$ cat config.mk
export PLATFORM = sky130hd
export DESIGN_NAME = ifetch_pipe
export DESIGN_NICKNAME = d
export VERILOG_FILES = /design/src/rtl/cpu_fetch_pkg.sv /design/src/rtl/ifetch_fifo.sv /design/src/rtl/ifetch_pipe.sv
export SDC_FILE = /design/constraint.sdc
export NUM_CORES = 1
export LEC_CHECK = 0
export ABC_AREA = 1
export CAP_MARGIN = 15
export CORE_AREA = 10 10 173 175
export CTS_BUF_LIST = sky130_fd_sc_hd__clkbuf_16
export DETAILED_ROUTE_END_ITERATION = 12
export DIE_AREA = 0 0 183 185
export GPL_TIMING_DRIVEN = 0
export PLACE_DENSITY = 0.83
export SETUP_SLACK_MARGIN = 0.15
export SYNTH_ARGS = -nofsm -noshare
export SYNTH_HDL_FRONTEND = slang
export SYNTH_SLANG_ARGS = --single-unit
export TNS_END_PERCENT = 10
$ cat constraint.sdc
create_clock -name clk -period 10.4 [get_ports clk]
set_clock_uncertainty 0.1 [all_clocks]
set_input_delay 2.08 -clock clk [delete_from_list [all_inputs] [get_ports clk]]
set_output_delay 2.08 -clock clk [all_outputs]
set_load 0.02 [all_outputs]
$ cat src/rtl/cpu_fetch_pkg.sv
// Shared fetch-stage definitions: reset constants, NOP encoding and the
// fetch-entry layout that travels from instruction memory to decode.
package cpu_fetch_pkg;

  localparam logic [31:0] ZERO_WORD        = 32'h0000_0000;
  localparam logic [31:0] NOP_INSTR        = 32'h0000_0000;
  localparam logic [31:0] DEFAULT_RESET_PC = 32'h0000_0000;
  localparam int          FETCH_PC_W       = 32;

  // Default-width fetch entry; the top builds the same layout at ADDR_W.
  typedef struct packed {
    logic [31:0]           instr;
    logic [FETCH_PC_W-1:0] pc;
  } fetch_entry_t;

endpackage

$ cat src/rtl/ifetch_fifo.sv
// Shift-style synchronous FIFO with a registered head entry. Flush beats
// push and pop; the caller guarantees a push never arrives when full.
module ifetch_fifo #(
  parameter int               WIDTH      = 64,
  parameter int               DEPTH      = 4,
  parameter logic [WIDTH-1:0] RESET_HEAD = '0,
  localparam int              AW         = $clog2(DEPTH),
  localparam int              CW         = $clog2(DEPTH + 1)
) (
  input  logic             clk,
  input  logic             reset,
  input  logic             push,
  input  logic             pop,
  input  logic             flush,
  input  logic [WIDTH-1:0] din,
  output logic [CW-1:0]    count,
  output logic [WIDTH-1:0] head
);

  logic [WIDTH-1:0] head_q;
  logic [WIDTH-1:0] tail_q [DEPTH-1];
  logic [WIDTH-1:0] cur    [DEPTH];
  logic [WIDTH-1:0] nxt    [DEPTH];
  logic [CW-1:0]    count_q;
  logic [CW-1:0]    count_d;
  logic [CW-1:0]    wr_pos;
  logic             do_push;
  logic             do_pop;

  assign do_pop  = pop && (count_q != '0) && !flush;
  assign do_push = push && !flush && (do_pop || (count_q != CW'(DEPTH)));
  assign wr_pos  = do_pop ? (count_q - CW'(1)) : count_q;

  // NOTE: combinational blocks use blocking assignments and give every
  // output a default first, so no latch can be inferred.
  always_comb begin
    cur[0] = head_q;
    for (int i = 1; i < DEPTH; i++) cur[i] = tail_q[i-1];
    nxt = cur;
    if (do_pop) begin
      for (int i = 0; i < DEPTH - 1; i++) nxt[i] = cur[i+1];
    end
    if (do_push) nxt[wr_pos[AW-1:0]] = din;
  end

  always_comb begin
    count_d = count_q;
    if (flush)                  count_d = '0;
    else if (do_push && !do_pop) count_d = count_q + CW'(1);
    else if (do_pop && !do_push) count_d = count_q - CW'(1);
  end

  // NOTE: sequential state uses non-blocking assignments so every flop
  // samples the pre-edge values regardless of block ordering.
  always_ff @(posedge clk) begin
    if (reset) begin
      head_q  <= RESET_HEAD;
      count_q <= '0;
    end else begin
      head_q  <= nxt[0];
      count_q <= count_d;
    end
  end

  // NOTE: storage behind the head is deliberately not reset; count_q
  // decides which entries are meaningful.
  always_ff @(posedge clk) begin
    for (int i = 1; i < DEPTH; i++) tail_q[i-1] <= nxt[i];
  end

  assign count = count_q;
  assign head  = head_q;

endmodule

$ cat src/rtl/ifetch_pipe.sv
// Decoupled instruction-fetch front end: credit-limited sequential fetch
// from a 1-cycle ROM into a prefetch FIFO, with redirect and programming-mode flush.
module ifetch_pipe
  import cpu_fetch_pkg::*;
#(
  parameter int                ADDR_W   = 32,
  parameter int                IMEM_AW  = 14,
  parameter int                DEPTH    = 4,
  parameter logic [ADDR_W-1:0] RESET_PC = ADDR_W'(DEFAULT_RESET_PC)
) (
  input  logic               clk,
  input  logic               reset,
  input  logic               prog_mode,
  output logic [IMEM_AW-1:0] imem_addr,
  output logic               imem_en,
  input  logic [31:0]        imem_rdata,
  input  logic               redirect_valid,
  input  logic [ADDR_W-1:0]  redirect_pc,
  output logic               out_valid,
  input  logic               out_ready,
  output logic [31:0]        out_instr,
  output logic [ADDR_W-1:0]  out_pc,
  output logic [ADDR_W-1:0]  out_pc_plus4
);

  localparam int CW = $clog2(DEPTH + 1);

  typedef struct packed {
    logic [31:0]       instr;
    logic [ADDR_W-1:0] pc;
  } entry_t;

  logic [ADDR_W-1:0] fetch_pc_q;
  logic [ADDR_W-1:0] inflight_pc_q;
  logic              inflight_q;
  logic [CW-1:0]     fifo_count;
  logic [CW:0]       credits_used;
  logic              issue;
  logic              flush;
  logic              resp_push;
  logic              pop;
  entry_t            resp_entry;
  entry_t            head_entry;
  logic              unused_bits;

  // An issued fetch reserves a FIFO slot, so its response always fits.
  assign credits_used = {1'b0, fifo_count} + (CW+1)'(inflight_q);
  assign issue        = !reset && !prog_mode && !redirect_valid &&
                        (credits_used < (CW+1)'(DEPTH));
  assign flush        = prog_mode || redirect_valid;
  assign resp_push    = inflight_q && !flush;
  assign out_valid    = (fifo_count != '0) && !prog_mode;
  assign pop          = out_valid && out_ready;

  assign imem_en   = issue;
  assign imem_addr = fetch_pc_q[IMEM_AW+1:2];

  always_ff @(posedge clk) begin
    if (reset) begin
      fetch_pc_q    <= RESET_PC;
      inflight_q    <= 1'b0;
      inflight_pc_q <= RESET_PC;
    end else begin
      inflight_q <= issue;
      if (issue) inflight_pc_q <= fetch_pc_q;
      // Holding RESET_PC throughout programming mode restarts fetch there.
      if (prog_mode)           fetch_pc_q <= RESET_PC;
      else if (redirect_valid) fetch_pc_q <= {redirect_pc[ADDR_W-1:2], 2'b00};
      else if (issue)          fetch_pc_q <= fetch_pc_q + ADDR_W'(4);
    end
  end

  assign resp_entry = '{instr: imem_rdata, pc: inflight_pc_q};

  ifetch_fifo #(
    .WIDTH      ($bits(entry_t)),
    .DEPTH      (DEPTH),
    .RESET_HEAD ({ZERO_WORD, RESET_PC})
  ) u_fifo (
    .clk   (clk),
    .reset (reset),
    .push  (resp_push),
    .pop   (pop),
    .flush (flush),
    .din   (resp_entry),
    .count (fifo_count),
    .head  (head_entry)
  );

  assign out_instr    = head_entry.instr;
  assign out_pc       = head_entry.pc;
  assign out_pc_plus4 = head_entry.pc + ADDR_W'(4);

  assign unused_bits = ^{redirect_pc[1:0], fetch_pc_q[1:0],
                         fetch_pc_q[ADDR_W-1:IMEM_AW+2]};

endmodule
# == Word level (Yosys, flattened, before mapping) ==
# Memory sizes are Yosys's and may differ from the RTL's.
# Cells that the tools add are included.
# word_totals
n_memories,1
input_bits,69
elab_cells,54
regBits,132
ram_bits,192
out_inout_bits,112
# mem_list
name,depth,word_bits,read_ports,rd_ports_with_merged_regs,write_ports,line,source
u_fifo.tail_q,3,64,3,0,3,ifetch_fifo.sv:21,logic [WIDTH-1:0] tail_q [DEPTH-1];
# classes
eq_ne,1
n_addsub,5
order_cmp,3
bitwise,1
n_mux,10
n_reduce_logical,27
# op_table
op,n
256-bit bitwise mux,1
256-bit 2-to-1 mux,1
192-bit 2-to-1 mux,1
64-bit demux with 2-bit select,1
"32-bit by 3-bit adder with 32-bit output, second input constant",2
32-bit 2-to-1 mux,2
64-bit 2-to-1 mux,1
1-bit logical AND,13
1-bit zero test,6
3-bit 2-to-1 mux,2
3-bit by 1-bit adder with 4-bit output,1
"4-bit by 3-bit < comparator with 1-bit output, second input constant",1
2-bit nonzero test,2
2-bit OR reduction,2
"3-bit by 1-bit adder with 3-bit output, second input constant",1
"3-bit >= comparator, second input constant",1
"3-bit by 1-bit < comparator with 1-bit output, second input constant",1
"3-bit inequality test, second input constant",1
2-bit NOT with 3-bit output,1
3-bit nonzero test,1
3-bit OR reduction,1
"3-bit by 1-bit subtractor with 3-bit output, second input constant",1
1-bit logical OR,2
2-bit 2-to-1 mux,1

# == Longest topological paths before layout ==
# depth
word_depth,13
mapped_depth,12
mapped_depth_nobuf,11

# == Hierarchy ==
# A second synthesis with hierarchy kept.
# unflattened
hier_cells,2325
area_unflattened_um2,16145.5
# modules_own_cells
mod,cells_per_inst,instances,seq_area_each_um2,area_each_um2
ifetch_fifo,1689,1,5825.6,12019.0
ifetch_pipe,636,1,1221.2,4126.5

# == Worst setup path before layout ==
# No wires, ideal clock.
# synth_path
kind,input to register
from,input port prog_mode
to,register with a tool-made name
path_buffers,0
cell_stages,4
setup_slack_ns,2.850
setup_ns,0.558
required_time_ns,9.742
arrival_time_ns,6.891
path_cell_list,nor2_2 -> nand3_4 -> xor2_4 -> nor3_1
# synth_rtl
element,line,source
"start, declared",ifetch_pipe.sv:13,"input logic prog_mode,"

# == Final worst setup path ==
# layout_path
from,input port prog_mode
to,output port imem_en
# layout_via
elab_chain_len,4
# layout_rtl
element,line,source
1-bit zero test,ifetch_pipe.sv:48,assign issue = !reset && !prog_mode && !redirect_valid &&
1-bit logical AND (3 in a row),ifetch_pipe.sv:48,
"end, declared",ifetch_pipe.sv:15,"output logic imem_en,"
# No other way between the ends.

==> flow_summary.json <==
{
  "cp-end-kind": "output pin",
  "htreeDepth": 2,
  "status": "completed",
  "synthTopCellsByCount": "nand2_1, dfxtp_1, nor2_1, o21ai_0, inv_1",
  "synth_cell_types": 37,
  "antenna_left": 0,
  "syn_inst": 2135,
  "hold_violations": 0,
  "worst-setup-path-type": "in2out",
  "critPathSlowestCell": "clkdlybuf4s50_1",
  "path_cells": "clkdlybuf4s50_1, inv_1, nand2_2, nor2_1, nand3_2, inv_1, buf_2, clkdlybuf4s50_1",
  "drt_iter0_drc": 1618,
  "path_clk_slew_ns": 0.06,
  "layout-drive-gt1-share_pct": 7.563,
  "cts_sinks": 320,
  "grt_pass1_wl_um": 71520,
  "yosys_warnings": 0,
  "holdPathStages": 0,
  "num_io_pins": 181,
  "diodes": 0,
  "place_congestion": 0.9652,
  "path_buf_inv": 5,
  "pre_cts_slack_ns": 3.691,
  "worstMarginPinSlew_ns": 0.8799,
  "overflow": 0,
  "dr.pass1.iters": 6,
  "grt_usage_pct": 25.95,
  "drcViolationCount": 0,
  "cts_resized": 0,
  "die_h_um": 185,
  "cp_num_cells": 8,
  "final_area_sq_um": 18440,
  "hold_buffers": 0,
  "std_cell_rows": 60,
  "critPathArrivalTime_ns": 4.60,
  "portBuffers": 177,
  "yosysTopAreaCell": "dfxtp_1",
  "grt_pass1_vias": 14002,
  "die-area_sq_um": 33860,
  "power_leakage_nw": 8.084,
  "crit_required_ns": 8.22,
  "use_met1_pct": 31.32,
  "crit_path_max_fanout": 10,
  "clockBufferDepth": 3,
  "syn_avg_cell_area_sq_um": 7.051,
  "vias": 14683,
  "placed_cell_area_sq_um": 17340,
  "start_util_pct": 56.65,
  "insertion_delay_ns": 0.51,
  "worst_slack_ns": 3.619,
  "maxCapViolCount": 0,
  "ys_top_cells_by_area": "dfxtp_1, nand2_1, edfxtp_1, o21ai_0, nor2_1",
  "dp_cells": 2660,
  "fin_setup_tns_ns": 0,
  "power_density_nw_per_um2": 144.6,
  "critPathTopFamily": "buffers and inverters",
  "synth_most_common_cell": "nand2_1",
  "die_x_um": 183,
  "ys_ff_latch": 320,
  "period_needed_ns": 6.781,
  "post-route-period-util_pct": 65.20,
  "dp_hpwl_um": 32900,
  "ys_seq_area_share_pct": 46.81,
  "antenna_found_initial": 0,
  "slew_headroom_pct": 41.34,
  "grt_util_met2_pct": 44.73,
  "wl_um": 45230,
  "grt_use_met3_pct": 4.879,
  "synthArstFlopShare_pct": 0,
  "via_per_inst": 5.396,
  "syn-cell-area_sq_um": 15050,
  "synth_ff_type": "dfxtp_1",
  "rsz0062_at_grt": "no",
  "grt_busiest_layer": "met2",
  "core-area_sq_um": 26580,
  "rr_worst_depth": 11,
  "cts_tree": "done",
  "synth_edf_count": 64,
  "syn_nets": 2209,
  "num-nets-final": 2429,
  "syn2layout_area_growth_pct": 22.49,
  "fmax_mhz": 147.5,
  "final_cells": 2721,
  "post_cts_buffers": 0,
  "root_buffer": "clkbuf_16",
  "grt_max_degree": 14,
  "cts_made_buffers": 34,
  "hold_path_class": "reg2reg",
  "ir_drop_uv": 117.5,
  "timing.final.max_slew_violations": 0,
  "setup_viol": 0,
  "cp_slowest_stage_delay_ns": 0.65,
  "post_drt_wl_per_cell_um": 16.62,
  "r2r_slack_ns": 7.45,
  "start_kind": "input pin",
  "synth_top_area_share_pct": 34.04
}
-- through the flow --
stage                     hold WS [ns]  power (W)  utilization, %
final                           0.3567   0.002666           69.39
after floorplan                 0.3308   0.001416               -
after global routing            0.3667   0.002737           69.39
after CTS                       0.3553   0.002665           69.39
after detailed placement        0.3391   0.001497           65.25
after global placement          0.3360   0.001492           64.92
-- per-layer routing --
layer / share of wire (%) / up-vias / wire length [um]
met5: 0 / - / 0
met4: 3.6 / 0 / 1608
met3: 8.7 / 132 / 3956
met2: 47 / 713 / 21480
met1: 40 / 6751 / 18190
li1: - / 7087 / -
-- report_power, final --
part	switching [W]	internal [W]	leakage, nW	total (W)
clock	0.000482	0.000711	0.589	0.00119
combinational	0.0000900	0.0000734	4.84	0.000163
sequential	0.0000224	0.00129	2.65	0.00131
-- cells in the final DEF, fill, tap and decap left out, drive strengths merged --
master	netlist	final
nand2	870	870
dfxtp	256	256
nor2	208	208
clkdlybuf4s50	0	177
o21ai	167	167
inv	132	147
buf	118	125
clkbuf	70	107
nand3	97	97
edfxtp	64	64
a21oi	51	51
xor2	27	27
nor3	16	16
nand4	10	10
xnor2	10	10
a31oi	7	7
a211oi	7	7
clkinv	1	6
ha	5	5
o211ai	4	4
nand3b	3	3
or2	3	3
bufinv	0	3
o21a	2	2
mux2i	2	2
a22oi	2	2
nor3b	1	1
a21boi	1	1
o21bai	1	1
clkinvlp	0	1
-- worst paths after layout --
check | start | to
hold reg to reg | inflight_pc_q[26] | flip-flop
setup / recovery | prog_mode | imem_en
hold / removal | inflight_pc_q[26] | flip-flop
setup reg to reg | u_fifo.count[0] | u_fifo.head[57]
-- logic make-up (layout without fill, tap and decap cells) --
kind of cell             count (synthesis)  count (layout)  share of synthesized area, %
AND/OR/NAND/NOR                       1208            1208                         31.64
AO/OA/AOI/OAI                          242             242                         8.411
adder cells (fa/ha/maj)                  5               5                        0.4156
XOR/XNOR                                37              37                         2.277
buffers and inverters                  321             566                         10.31
multiplexers                             2               2                        0.1330
flip-flops                             320             320                         46.81
-- area by class of cell --
cell class	count	area [sq um]
inverter	133	499.2
buffer	188	1054
fill	2131	8135
tap	341	426.7
clock inverter	24	173.9
clock buffer	37	925.9
multi-input combinational	1494	6460
sequential	320	7047
timing repair buffer	184	1854
Power figures use the tool's default switching activity.
